$ cat src/rtl/rv_instr_fields_pkg.sv
// Shared RV32I field layout, opcode map and field-split helper for the fetch/decode boundary.
// Used by rv_instr_fields (optional B-type immediate under RV_BIMM_EN) and the decoder.
package rv_instr_fields_pkg;

  localparam int INSTR_W    = 32;

  localparam int OPCODE_LSB = 0;
  localparam int RD_LSB     = 7;
  localparam int FUNCT3_LSB = 12;
  localparam int RS1_LSB    = 15;
  localparam int RS2_LSB    = 20;
  localparam int FUNCT7_LSB = 25;
  localparam int IMM20_LSB  = 12;
  localparam int IMM12_LSB  = 20;

  localparam int OPCODE_W   = 7;
  localparam int REG_W      = 5;
  localparam int FUNCT3_W   = 3;
  localparam int FUNCT7_W   = 7;
  localparam int IMM20_W    = 20;
  localparam int IMM12_W    = 12;
  localparam int IMM13B_W   = 13;

  typedef enum logic [OPCODE_W-1:0] {
    OP_LOAD    = 7'h03,
    OP_MISCMEM = 7'h0F,
    OP_OPIMM   = 7'h13,
    OP_AUIPC   = 7'h17,
    OP_STORE   = 7'h23,
    OP_OP      = 7'h33,
    OP_LUI     = 7'h37,
    OP_BRANCH  = 7'h63,
    OP_JALR    = 7'h67,
    OP_JAL     = 7'h6F,
    OP_SYSTEM  = 7'h73
  } opcode_e;

  typedef struct packed {
    logic [REG_W-1:0]    rs1;
    logic [REG_W-1:0]    rs2;
    logic [REG_W-1:0]    rd;
    logic [OPCODE_W-1:0] opCode;
    logic [FUNCT3_W-1:0] funct3;
    logic [FUNCT7_W-1:0] funct7;
    logic [IMM20_W-1:0]  imm20;
    logic [IMM12_W-1:0]  imm12;
    logic [IMM12_W-1:0]  imm12S;
    logic [IMM13B_W-1:0] imm13B;
  } instrFields_t;

  // Pure bit slicing; opcode is never consulted, so illegal encodings split the same way.
  function automatic instrFields_t extractFields(input logic [INSTR_W-1:0] instr);
    instrFields_t f;
    f.rs1    = instr[RS1_LSB    +: REG_W];
    f.rs2    = instr[RS2_LSB    +: REG_W];
    f.rd     = instr[RD_LSB     +: REG_W];
    f.opCode = instr[OPCODE_LSB +: OPCODE_W];
    f.funct3 = instr[FUNCT3_LSB +: FUNCT3_W];
    f.funct7 = instr[FUNCT7_LSB +: FUNCT7_W];
    f.imm20  = instr[IMM20_LSB  +: IMM20_W];
    f.imm12  = instr[IMM12_LSB  +: IMM12_W];
    f.imm12S = {instr[FUNCT7_LSB +: FUNCT7_W], instr[RD_LSB +: REG_W]};
    f.imm13B = {instr[31], instr[7], instr[30:25], instr[11:8], 1'b0};
    return f;
  endfunction

endpackage

$ cat src/rtl/rv_instr_fields_sign_extend.sv
// Combinational sign extension of an IN_W-bit field to XLEN bits (MSB replication only).
module rv_sign_extend #(
  parameter int IN_W = 12,
  parameter int XLEN = 32
) (
  input  logic [IN_W-1:0] value,
  output logic [XLEN-1:0] extended
);

  if (XLEN > IN_W) begin : gExt
    assign extended = {{(XLEN-IN_W){value[IN_W-1]}}, value};
  end else begin : gSame
    assign extended = value[XLEN-1:0];
  end

endmodule

$ cat src/rtl/rv_instr_fields.sv
// Registered RV32I field extractor: one-cycle split of the fetched word plus I/S immediates
// sign-extended to XLEN. Define RV_BIMM_EN to add the B-type immediate outputs.
module rv_instr_fields
  import rv_instr_fields_pkg::*;
#(
  parameter int XLEN = 32  // must be >= 13
) (
  input  logic                 iwClk,
  input  logic                 iwRst,
  input  logic                 iwEn,
  input  logic [INSTR_W-1:0]   iwInstr,
  output logic [REG_W-1:0]     orRs1,
  output logic [REG_W-1:0]     orRs2,
  output logic [REG_W-1:0]     orRd,
  output logic [OPCODE_W-1:0]  orOpCode,
  output logic [FUNCT3_W-1:0]  orFunct3,
  output logic [FUNCT7_W-1:0]  orFunct7,
  output logic [IMM20_W-1:0]   orImm20,
  output logic [IMM12_W-1:0]   orImm12,
  output logic [IMM12_W-1:0]   orImm12S,
  output logic [XLEN-1:0]      orImm12Ext,
  output logic [XLEN-1:0]      orImm12SExt,
  output logic                 orValid
`ifdef RV_BIMM_EN
  ,
  output logic [IMM13B_W-1:0]  orImm13B,
  output logic [XLEN-1:0]      orImm13BExt
`endif
);

  instrFields_t fields;
  logic [XLEN-1:0] imm12Ext;
  logic [XLEN-1:0] imm12SExt;

  assign fields = extractFields(iwInstr);

  // Extension works on the incoming word so the Ext outputs land in the same cycle as the fields.
  rv_sign_extend #(.IN_W(IMM12_W), .XLEN(XLEN)) uExtI (
    .value    (fields.imm12),
    .extended (imm12Ext)
  );

  rv_sign_extend #(.IN_W(IMM12_W), .XLEN(XLEN)) uExtS (
    .value    (fields.imm12S),
    .extended (imm12SExt)
  );

  always_ff @(posedge iwClk or posedge iwRst) begin
    if (iwRst) begin
      orRs1       <= '0;
      orRs2       <= '0;
      orRd        <= '0;
      orOpCode    <= '0;
      orFunct3    <= '0;
      orFunct7    <= '0;
      orImm20     <= '0;
      orImm12     <= '0;
      orImm12S    <= '0;
      orImm12Ext  <= '0;
      orImm12SExt <= '0;
      orValid     <= 1'b0;
    end else if (iwEn) begin
      orRs1       <= fields.rs1;
      orRs2       <= fields.rs2;
      orRd        <= fields.rd;
      orOpCode    <= fields.opCode;
      orFunct3    <= fields.funct3;
      orFunct7    <= fields.funct7;
      orImm20     <= fields.imm20;
      orImm12     <= fields.imm12;
      orImm12S    <= fields.imm12S;
      orImm12Ext  <= imm12Ext;
      orImm12SExt <= imm12SExt;
      orValid     <= 1'b1;
    end
  end

`ifdef RV_BIMM_EN
  logic [XLEN-1:0] imm13BExt;

  rv_sign_extend #(.IN_W(IMM13B_W), .XLEN(XLEN)) uExtB (
    .value    (fields.imm13B),
    .extended (imm13BExt)
  );

  always_ff @(posedge iwClk or posedge iwRst) begin
    if (iwRst) begin
      orImm13B    <= '0;
      orImm13BExt <= '0;
    end else if (iwEn) begin
      orImm13B    <= fields.imm13B;
      orImm13BExt <= imm13BExt;
    end
  end
`else
  // imm13B is only consumed when the branch-immediate outputs are built.
  logic unusedImm13B;
  assign unusedImm13B = ^fields.imm13B;
`endif

endmodule

$ cat config.mk
export PLATFORM = sky130hd
export DESIGN_NAME = rv_instr_fields
export DESIGN_NICKNAME = d
export VERILOG_FILES = /design/src/rtl/rv_instr_fields_pkg.sv /design/src/rtl/rv_instr_fields_sign_extend.sv /design/src/rtl/rv_instr_fields.sv
export SDC_FILE = /design/constraint.sdc
export NUM_CORES = 1
export LEC_CHECK = 0
export BUFFER_PORTS_ARGS = -buffer_cell sky130_fd_sc_hd__clkbuf_2
export CAP_MARGIN = 20
export CORE_MARGIN = 3
export CORE_UTILIZATION = 25
export CTS_CLUSTER_SIZE = 16
export DETAILED_ROUTE_END_ITERATION = 7
export GPL_TIMING_DRIVEN = 0
export HOLD_SLACK_MARGIN = 0.1
export PLACE_DENSITY = 0.59
export SLEW_MARGIN = 20
export SYNTH_ARGS = -nofsm -noshare
export SYNTH_HDL_FRONTEND = slang
export SYNTH_SLANG_ARGS = --single-unit
$ cat constraint.sdc
create_clock -name iwClk -period 1.7 [get_ports iwClk]
set_input_delay 0.34 -clock iwClk [delete_from_list [all_inputs] [get_ports iwClk]]
set_output_delay 0.34 -clock iwClk [all_outputs]
set_load 0.1 [all_outputs]
==> out/qor.yml, run 1 <==
timing:
  fin_crit_ns: 1.651
  hold_ws_ns: 0.1500
  tightest_slew_ns: 0.7087
  tns_ns: 0
  relSlewSlack_pct: 52.69
  drv_slew: 0
  timing.fmax_mhz: 605.6
  clock_skew_ns: 0
  fin_ws_ns: 0.04877
  setup_violations: 0
  hold_viol: 0
  fin_crit_sh_pct: 97.13
power:
  cellPowerDensity_nw_per_um2: 1422
  peakVddDrop_uv: 522.0
  finalPower_mw: 5.235
  leakage_nw: 2.081
grt:
  grt_pass1_wl_um: 8431
  grt_use_total_pct: 10.71
  grt_overflow: 0
  grt_max_degree: 34
  grt_pass1_vias: 1636
  antenna_found_initial: 0
clocking:
  numClockSinks: 33
  cts_root_buf: "clkbuf_8"
  cts_buffers: 5
  ctsHoldBuffers: 0
  cts_max_level: 2
  clk_latency_ns: 0.28
  clk_pin_slew_ns: 0.07
  cts_tree: "done"
  clockBufferDepth: 2
finish:
  num_antenna_cells: 0
  areaGrowthSynthToFinish_pct: 68.36
  finalNetCount: 398
  fin_util_pct: 44.15
  drive_above_1_share_pct: 93.96
synth:
  synth_cells: 179
  synth_cell_types: 8
  synthTopCellsByArea: "dfrtp_1 (38%), buf_4 (37%), mux2_4 (20%)"
  ys_seq_elements: 33
  synth.cell_area_um2: 2187
  synth.avg_cell_area_um2: 12.22
  yosysTopAreaCellShare_pct: 37.76
  yosysTopAreaCell: "dfrtp_1"
  yosysSeqAreaShare_pct: 37.76
  synth_nets: 214
  ys_warn_count: 0
setup_path:
  critPathKind: "flip-flop to output pin"
  crit_fanout: 23
  timing.rr.start: "orFunct7[6]"
  crit_path_start: "orFunct7[6]"
  reg2regPathDepth: 2
  endpoint_kind: "output pin"
  rrSetupSlack_ns: 0.64
  timing.critical_path.from_type: "flip-flop"
  cp.required_ns: 1.36
  cp.arrival_ns: 1.31
  r2r-end: "orFunct7[6]"
drt:
  drc: 0
  drt_pass1_iterations: 3
  viasPerCell: 3.665
  wirelength_um: 5557
  wl_per_cell_um: 11.85
  dr.first_iter.drc_count: 14
  ant_nets: 0
  dr_total_vias: 1719
floorplan:
  dieArea_um2: 9906
  die_h_um: 99.53
  initial_core_util_pct: 26.22
  num_io_pins: 176
  floorplan.rows: 33
  die_x_um: 99.53
  fp.coreArea_um2: 8341
flow_run:
  cap_violations: 0
min_path:
  hold_class: "input pin to asynchronous set/reset pin"
place:
  dp_hpwl_um: 3942
  globalplace.congestion: 0.6622
  dp_worst_setup_slack_ns: 0.04749
  port-buffer-count: 174
outcome:
  outcome: "complete, no violations"
[worst max-delay path by stage]
| stage | end | slack (ns) |
|---|---|---|
| floorplan | orImm12SExt[0] | 0.004 |
| global placement | orFunct7[6] | -0.14 |
| detailed placement | orImm12SExt[13] | 0.05 |
| CTS | orImm12Ext[31] | 0.02 |
| global route | orImm12SExt[29] | -0.01 |
| finish | orImm12SExt[29] | 0.05 |
[sequential cells by signal, summed over array words and instances (netlist names)]
signal / count
orFunct3: 2
orFunct7: 7
orImm12S: 1
orImm20: 3
orOpCode: 7
orRd: 4
orRs1: 4
orRs2: 4
orValid: 1
[cell usage after synthesis (all sizes together)]
cell,instances
buf,112
dfrtp,33
mux2,32
inv,1
or2,1
[critical path, cell delays in order, from the launching register on]
cell and delay (ns):
dfrtp_4 0.50, buf_6 0.18, buf_4 0.14, clkbuf_8 0.20
[layout make-up]
cell class / instances / area, um^2
Fill cell: 784 / 4658
Timing Repair Buffer: 177 / 1260
Buffer: 112 / 882.1
Sequential cell: 33 / 843.3
Multi-Input combinational cell: 33 / 475.5
Tap cell: 105 / 131.4
Clock buffer: 5 / 68.82
Clock inverter: 3 / 17.52
Inverter: 1 / 3.754
[timing repair]
item	in CTS	in global routing
endpoints found under the setup margin	46	35
resized for setup	79	35
setup buffers	3	0
[through the flow]
stage	std cells	area [um^2]
6_report	469	3682
5_1_grt	469	3682
4_1_cts	469	3654
3_5_place_dp	458	3207
3_3_place_gp	458	3207
2_1_floorplan	179	2205
[per-layer routing]
metal / GRT usage [%] / part of all wire (%) / vias to the layer above
met2: 19.27 / 54 / 96
met3: 3.576 / 8.2 / 0
met5: 0 / 0 / -
met1: 12.34 / 38 / 794
li1: - / - / 829
met4: 2.206 / 0 / 0
[where the power goes]
group / switching [mW] / internal (mW)
sequential: 0.0829 / 0.868
clock: 0.300 / 0.282
combinational: 2.85 / 0.848
[layout by cell type (no fill, tap or decap)]
cell type	netlist	routed
buf_8	0	23
clkbuf_4	0	1
mux2_4	29	29
clkbuf_8	0	15
or2_1	1	1
buf_4	108	121
clkinv_2	0	2
mux2_2	3	3
clkbuf_2	0	128
buf_6	1	2
clkinvlp_4	0	1
inv_2	0	1
dfrtp_1	33	21
dfrtp_2	0	11
buf_12	3	4
dfrtp_4	0	1
[logic make-up after synthesis]
family / synth area share [%]
buf+inv: 40.50
simple gates: 0.2862
mux: 21.45
flops: 37.76
(Power assumes the default switching activity.)
==> inputs of run 2 (changes only) <==
--- a/config.mk
+++ b/config.mk
@@ -7,6 +7,7 @@
 export LEC_CHECK = 0
 export BUFFER_PORTS_ARGS = -buffer_cell sky130_fd_sc_hd__clkbuf_2
 export CAP_MARGIN = 20
+export CORE_ASPECT_RATIO = 0.8
 export CORE_MARGIN = 3
 export CORE_UTILIZATION = 25
 export CTS_CLUSTER_SIZE = 16
==> run 2 against run 1 <==
First-iteration DRC count rose to 4.4 times the previous value. Sequential power about the same. Non-clock buffer count is the same. Critical path type unchanged. Fmax barely moved. Combinational power barely moved. Core utilization rose by 0.63 points. Critical path depth unchanged. Power shrank 0.33%. Sequential cell count unchanged. Final area fell by 0.27%. Clock skew did not move.
==> out/qor.yml, run 2 (synthesis gave the netlist of run 1 again) <==
power:
  leakage_nw: 2.081  # about the same
  cellPowerDensity_nw_per_um2: 1421  # was 1422 nW/um^2
  peakVddDrop_uv: 639.0  # was 522.0 uV
timing:
  fin_crit_sh_pct: 97.07  # was 97.13%
  drv_slew: 0  # unchanged
  setup_violations: 0  # unchanged
  hold_ws_ns: 0.1369  # was 0.1500 ns
  hold_viol: 0  # unchanged
  tns_ns: 0  # unchanged
  timing.fmax_mhz: 606.0  # was 605.6 MHz
  clock_skew_ns: 0  # unchanged
  rsz0062_at_grt: "no"
  fin_crit_ns: 1.650  # was 1.651 ns
  relSlewSlack_pct: 53.85  # was 52.69%
  tightest_slew_ns: 0.6912  # was 0.7087 ns
drt:
  wirelength_um: 5811  # was 5557 um
  dr.first_iter.drc_count: 61  # was 14
  drt_pass1_iterations: 2  # was 3
  drc: 0  # unchanged
  dr_total_vias: 1697  # was 1719
  wl_per_cell_um: 12.31  # was 11.85 um
  ant_nets: 0  # unchanged
  viasPerCell: 3.595  # was 3.665
finish:
  finalNetCount: 398  # unchanged
  register_area_um2: 843.3  # unchanged
  drive_above_1_share_pct: 93.68  # was 93.96%
  areaGrowthSynthToFinish_pct: 67.91  # was 68.36%
  fillers: 760  # was 784
  layout_commonest_cell: "clkbuf_2"  # unchanged
  final_cell_mix: "clkbuf_2 (128), buf_4 (121), mux2_4 (29)"  # unchanged
  num_antenna_cells: 0  # unchanged
  fin_cells: 472  # was 469
  largest_registers: "orFunct7 x7, orOpCode x7"  # unchanged
  multi_input_area_um2: 475.5  # unchanged
clocking:
  numClockSinks: 33  # unchanged
  cts_max_level: 2  # unchanged
  clockBufferDepth: 2  # unchanged
  clk_pin_slew_ns: 0.07  # about the same
  cts_root_buf: "clkbuf_8"  # unchanged
  clk_latency_ns: 0.28  # about the same
  cts_buffers: 5  # unchanged
  ctsHoldBuffers: 0  # unchanged
  cts_tree: "done"  # unchanged
outcome:
  outcome: "complete, no violations"  # unchanged
floorplan:
  fp.coreArea_um2: 8200  # was 8341 um^2
  num_io_pins: 176  # unchanged
  floorplan.rows: 29  # was 33
  die_h_um: 89.66  # was 99.53 um
  die_x_um: 110.6  # was 99.53 um
  dieArea_um2: 9914  # was 9906 um^2
  initial_core_util_pct: 26.67  # was 26.22%
grt:
  grt_pass1_wl_um: 8776  # was 8431 um
  use_met1_pct: 13.61  # was 12.34%
  grt_use_total_pct: 11.14  # was 10.71%
  use_met2_pct: 19.16  # was 19.27%
  busiest_layer: "met2"  # unchanged
  grt_max_degree: 34  # unchanged
  grt_pass1_vias: 1612  # was 1636
  antenna_found_initial: 0  # unchanged
  met3_usage_pct: 3.550  # was 3.576%
  grt_overflow: 0  # unchanged
setup_path:
  cpMaxStageDelayCell: "dfrtp_4"  # unchanged
  rrSetupSlack_ns: 0.64  # about the same
  crit_fanout: 23  # unchanged
  critPathKind: "flip-flop to output pin"  # unchanged
  crit_family: "buffers and inverters"  # unchanged
  cp.arrival_ns: 1.31  # about the same
  cp_cell_sequence: "buf_8 -> buf_4 -> clkbuf_8"  # was buf_6 -> buf_4 -> clkbuf_8
  crit_buf_inv: 3  # unchanged
  timing.critical_path.from_type: "flip-flop"  # unchanged
  cp.required_ns: 1.36  # about the same
  cp_slowest_stage_delay_ns: 0.50  # about the same
  endpoint_kind: "output pin"  # unchanged
place:
  port-buffer-count: 174  # unchanged
  dp_hpwl_um: 4056  # was 3942 um
  globalplace.congestion: 0.7111  # was 0.6622
  dp.cells: 461  # was 458
min_path:
  hold_class: "input pin to asynchronous set/reset pin"  # unchanged
flow_run:
  cap_violations: 0  # unchanged
## run 2: cell types whose count changed in the layout (fill, tap and decap cells not counted), sizes merged
cell      delta
buf         -11
clkbuf      +12
clkinvlp     -1
## run 2: final cells by class
class,count,share of cell area (%)
buffer,112,24.02
clock buffer,6,1.976
clock inverter,2,0.2726
inverter,1,0.1022
multi-input combinational,33,12.95
sequential,33,22.96
tap,108,3.680
timing repair buffer,177,34.04
## run 2: path summary, 6_finish.rpt
| path | startpoint | endpoint | cells after the start |
|---|---|---|---|
| max | orFunct7[6] | orImm12SExt[15] | 3 |
| max in group asynchronous | iwRst | orFunct7[6] | 2 |
| min in group iwClk | iwInstr[16] | orRs1[1] | 2 |
| min reg2reg | orValid | orValid | 1 |
| min | iwRst | orRs2[0] | 2 |
| max reg2reg | orFunct7[6] | orFunct7[6] | 2 |
## run 2: through the flow
stage | power (mW) | setup WS (ns) | instance area [um^2] | utilization (%)
6_report | 5.217 | 0.04989 | 3672 | 44.78
5_1_grt | 5.392 | 0.01097 | 3672 | 44.78
4_1_cts | 5.235 | 0.01259 | 3657 | 44.60
3_5_place_dp | 4.453 | 0.02388 | 3211 | 39.15
3_3_place_gp | 4.439 | -0.09212 | 3211 | 39.15
2_1_floorplan | 4.047 | 0.003595 | 2205 | -
## run 2: metal layers
layer,share of wire [%],vias to the layer above
met5,0,-
met4,0.83,0
met3,8.5,5
met2,50,101
met1,41,760
li1,-,831
## run 2: power breakdown
part	total [mW]	internal (mW)	switching (mW)
clock	0.572	0.284	0.288
sequential	0.954	0.869	0.0855
combinational	3.69	0.838	2.85
total	5.22	1.99	3.23
## run 2: repair_timing
item / 4_1_cts / 5_1_grt
endpoints found under the hold margin: 0 / 0
endpoints found under the setup margin: 46 / 24
setup buffers: 3 / 0
pin swaps: 0 / 0
resized for setup: 79 / 24
## run 2: worst register-to-register path: stages, from the launching register on
cell and delay, ns:
dfrtp_4 0.50, buf_8 0.17, mux2_4 0.27
==> inputs of run 3 (changes only) <==
--- a/config.mk
+++ b/config.mk
@@ -14,8 +14,9 @@
 export DETAILED_ROUTE_END_ITERATION = 7
 export GPL_TIMING_DRIVEN = 0
 export HOLD_SLACK_MARGIN = 0.1
-export PLACE_DENSITY = 0.59
+export PLACE_DENSITY = 0.51
 export SLEW_MARGIN = 20
 export SYNTH_ARGS = -nofsm -noshare
 export SYNTH_HDL_FRONTEND = slang
+export SYNTH_HIERARCHICAL = 1
 export SYNTH_SLANG_ARGS = --single-unit
==> constraint.sdc (replaced) <==
create_clock -name iwClk -period 1.6 [get_ports iwClk]
set_input_delay 0.32 -clock iwClk [delete_from_list [all_inputs] [get_ports iwClk]]
set_output_delay 0.32 -clock iwClk [all_outputs]
set_load 0.1 [all_outputs]
==> run 3 against run 2 <==
Register-to-register slack improved by 0.15 ns. Clock power grew to 4.0 times the previous value. Cell count increased by 55%. Final area up 69%. Synthesized cell count grew 75%. Worst hold slack gained 0.068 ns. Sequential cell count up 64. Setup slack improved by 0.013 ns. Critical path type unchanged. Combinational power grew 6.0%. Highest routed layer unchanged. Via count increased by 66%. First-iteration DRC count up 16%.
==> out/qor.yml, run 3 <==
drt:
  met1_length_um: 4366  # was 2373 um
  dr_total_vias: 2821  # was 1697
  wirelength_um: 10170  # was 5811 um
  ant_nets: 0  # unchanged
  drt_pass1_iterations: 4  # was 2
  top_layer_used: "met4"  # unchanged
  viasPerCell: 3.849  # was 3.595
  wl_per_cell_um: 13.88  # was 12.31 um
  wl_met2_um: 4881  # was 2896 um
  met3WireLength_um: 751  # was 492 um
  dr.first_iter.drc_count: 71  # was 61
  drc: 0  # unchanged
clocking:
  clk_latency_ns: 0.33  # was 0.28 ns
  numClockSinks: 97  # was 33
  clk_pin_slew_ns: 0.07  # about the same
  cts_tree: "done"  # unchanged
  cts_buffers: 9  # was 5
  cts_root_buf: "clkbuf_16"  # was clkbuf_8
  clockBufferDepth: 2  # unchanged
  cts_setup_buffers: 0  # was 3
  cts_max_level: 3  # was 2
synth:
  synth.avg_cell_area_um2: 14.41  # was 12.22 um^2
  async_flop_share_pct: 100.0  # unchanged
  synth_common_cells: "buf_4 (108), dfrtp_1 (97), mux2_2 (67)"  # was buf_4 (108), dfrtp_1 (33), mux2_4 (29)
  synth_most_common_cell: "buf_4"  # unchanged
  synthTopCellsByArea: "dfrtp_1 (54%), buf_4 (18%), mux2_2 (17%)"  # was dfrtp_1 (38%), buf_4 (37%), mux2_4 (20%)
  yosysTopAreaCellShare_pct: 53.65  # was 37.76%
  yosysSeqAreaShare_pct: 53.65  # was 37.76%
  synth_cell_types: 8  # unchanged
  synth_nets: 349  # was 214
  synth.cell_area_um2: 4524  # was 2187 um^2
  synthFlopType: "dfrtp_1"  # unchanged
  synth_cells: 314  # was 179
  ys_seq_elements: 97  # was 33
  synth_edf_count: 0  # unchanged
  ys_warn_count: 6  # was 0
  yosysTopAreaCell: "dfrtp_1"  # unchanged
finish:
  finalNetCount: 538  # was 398
  final_cell_mix: "clkbuf_2 (130), buf_4 (109), dfrtp_1 (72)"  # was clkbuf_2 (128), buf_4 (121), mux2_4 (29)
  layout_commonest_cell: "clkbuf_2"  # unchanged
  fin_util_pct: 35.35  # was 44.78%
  fillers: 1752  # was 760
  areaGrowthSynthToFinish_pct: 37.06  # was 67.91%
  largest_registers: "orImm12Ext x32, orImm12SExt x32"  # was orFunct7 x7, orOpCode x7
  drive_above_1_share_pct: 85.04  # was 93.68%
  postLayoutCellArea_um2: 6201  # was 3672 um^2
  num_antenna_cells: 0  # unchanged
flow_run:
  cap_violations: 0  # unchanged
grt:
  grt_pass1_vias: 2951  # was 1612
  grt_max_degree: 44  # was 34
  grt_overflow: 0  # unchanged
  grt_use_total_pct: 10.45  # was 11.14%
  grt_pass1_wl_um: 15960  # was 8776 um
  antenna_found_initial: 0  # unchanged
setup_path:
  cp_slowest_stage_delay_ns: 0.41  # was 0.50 ns
  cpMaxStageDelayCell: "buf_2"  # was dfrtp_4
  endpoint_kind: "output pin"  # unchanged
  critPathKind: "flip-flop to output pin"  # unchanged
  timing.critical_path.from_type: "flip-flop"  # unchanged
  cp_cell_sequence: "buf_4 -> buf_2"  # was buf_8 -> buf_4 -> clkbuf_8
  cp.arrival_ns: 1.22  # was 1.31 ns
  cp.required_ns: 1.28  # was 1.36 ns
  crit_fanout: 3  # was 23
floorplan:
  die_x_um: 156.4  # was 110.6 um
  initial_core_util_pct: 25.80  # was 26.67%
  num_io_pins: 176  # unchanged
  fp.coreArea_um2: 17540  # was 8200 um^2
  dieArea_um2: 19760  # was 9914 um^2
  floorplan.rows: 43  # was 29
  die_h_um: 126.3  # was 89.66 um
timing:
  clock_skew_ns: 0  # unchanged
  tns_ns: 0  # unchanged
  timing.fmax_mhz: 650.4
  setup_violations: 0  # unchanged
  hold_viol: 0  # unchanged
  relSlewSlack_pct: 38.81  # was 53.85%
  fin_crit_ns: 1.537
  drv_slew: 0  # unchanged
  rsz0062_at_grt: "no"  # unchanged
  fin_crit_sh_pct: 96.09
  tightest_slew_ns: 0.9179  # was 0.6912 ns
  hold_ws_ns: 0.2045  # was 0.1369 ns
min_path:
  hold_class: "input pin to flip-flop"  # was input pin to asynchronous set/reset pin
place:
  placedInstanceArea_um2: 5779  # was 3211 um^2
  dp_hpwl_um: 7512  # was 4056 um
  port-buffer-count: 174  # unchanged
  globalplace.congestion: 0.7068  # was 0.7111
outcome:
  outcome: "complete, no violations"  # unchanged
power:
  cellPowerDensity_nw_per_um2: 1463  # was 1421 nW/um^2
  leakage_nw: 3.107  # was 2.081 nW
  finalPower_mw: 9.073  # was 5.217 mW
  peakVddDrop_uv: 620.2  # was 639.0 uV
[run 3: cells by family (layout without fill, tap and decap cells)]
kind of cell	after synthesis	after routing	share of synthesized area (%)
buffers and inverters	120	314	19.91
DFF	97	97	53.65
and+or+nand+nor	1	1	0.1384
muxes	96	96	26.30
[run 3: what timing repair did]
item / CTS / global route
hold buffers: 1 / 0
resized for setup: 38 / 7
setup endpoints to repair: 38 / 6
hold endpoints to repair: 17 / 0
[run 3: area by class of cell]
cell class / instances / area [um^2] / share of cell area, %
Timing Repair Buffer: 178 / 1046 / 16.87
Inverter: 1 / 7.507 / 0.1211
Sequential cell: 97 / 2459 / 39.65
Tap cell: 225 / 281.5 / 4.540
Clock inverter: 5 / 81.33 / 1.312
Buffer: 119 / 897.1 / 14.47
Multi-Input combinational cell: 97 / 1196 / 19.29
Clock buffer: 11 / 232.7 / 3.753
[run 3: through the flow]
step                      worst slack (ns)  instances
after floorplan                    0.03336        314
after global placement             -0.7309        713
after detailed placement          -0.04588        716
after CTS                         0.001812        733
after global routing             0.0004460        733
final                              0.06256        733
[run 3: worst paths after layout]
path | start | end | slack, ns | cells after the start
min | iwInstr[14] | orImm20[2] | 0.20 | 2
max reg2reg | orFunct7[5] | orFunct7[5] | 0.79 | 1
min in group asynchronous | iwRst | orOpCode[2] | 0.55 | 3
max in group asynchronous | iwRst | orRs2[2] | 0.37 | 5
min reg2reg | orValid | orValid | 0.48 | 1
max | orRs1[2] | orRs1[2] | 0.06 | 2
[run 3: power breakdown]
part	total (mW)	internal [mW]	leakage [nW]	switching, mW
clock	2.29	1.37	0.150	0.919
combinational	3.91	0.821	1.85	3.09
sequential	2.87	2.71	1.11	0.161
total	9.07	4.90	3.11	4.17
[run 3: critical path, delay by kind of cell, from the launching register on]
family / cells / cell delay, ns
DFF: 1 / 0.37
buffers and inverters: 2 / 0.51
[run 3: routing by layer]
metal	vias to the layer above	global-route usage (%)
met5	-	0
met3	10	3.990
met2	108	17.00
met1	1381	12.68
li1	1322	-
met4	0	3.654
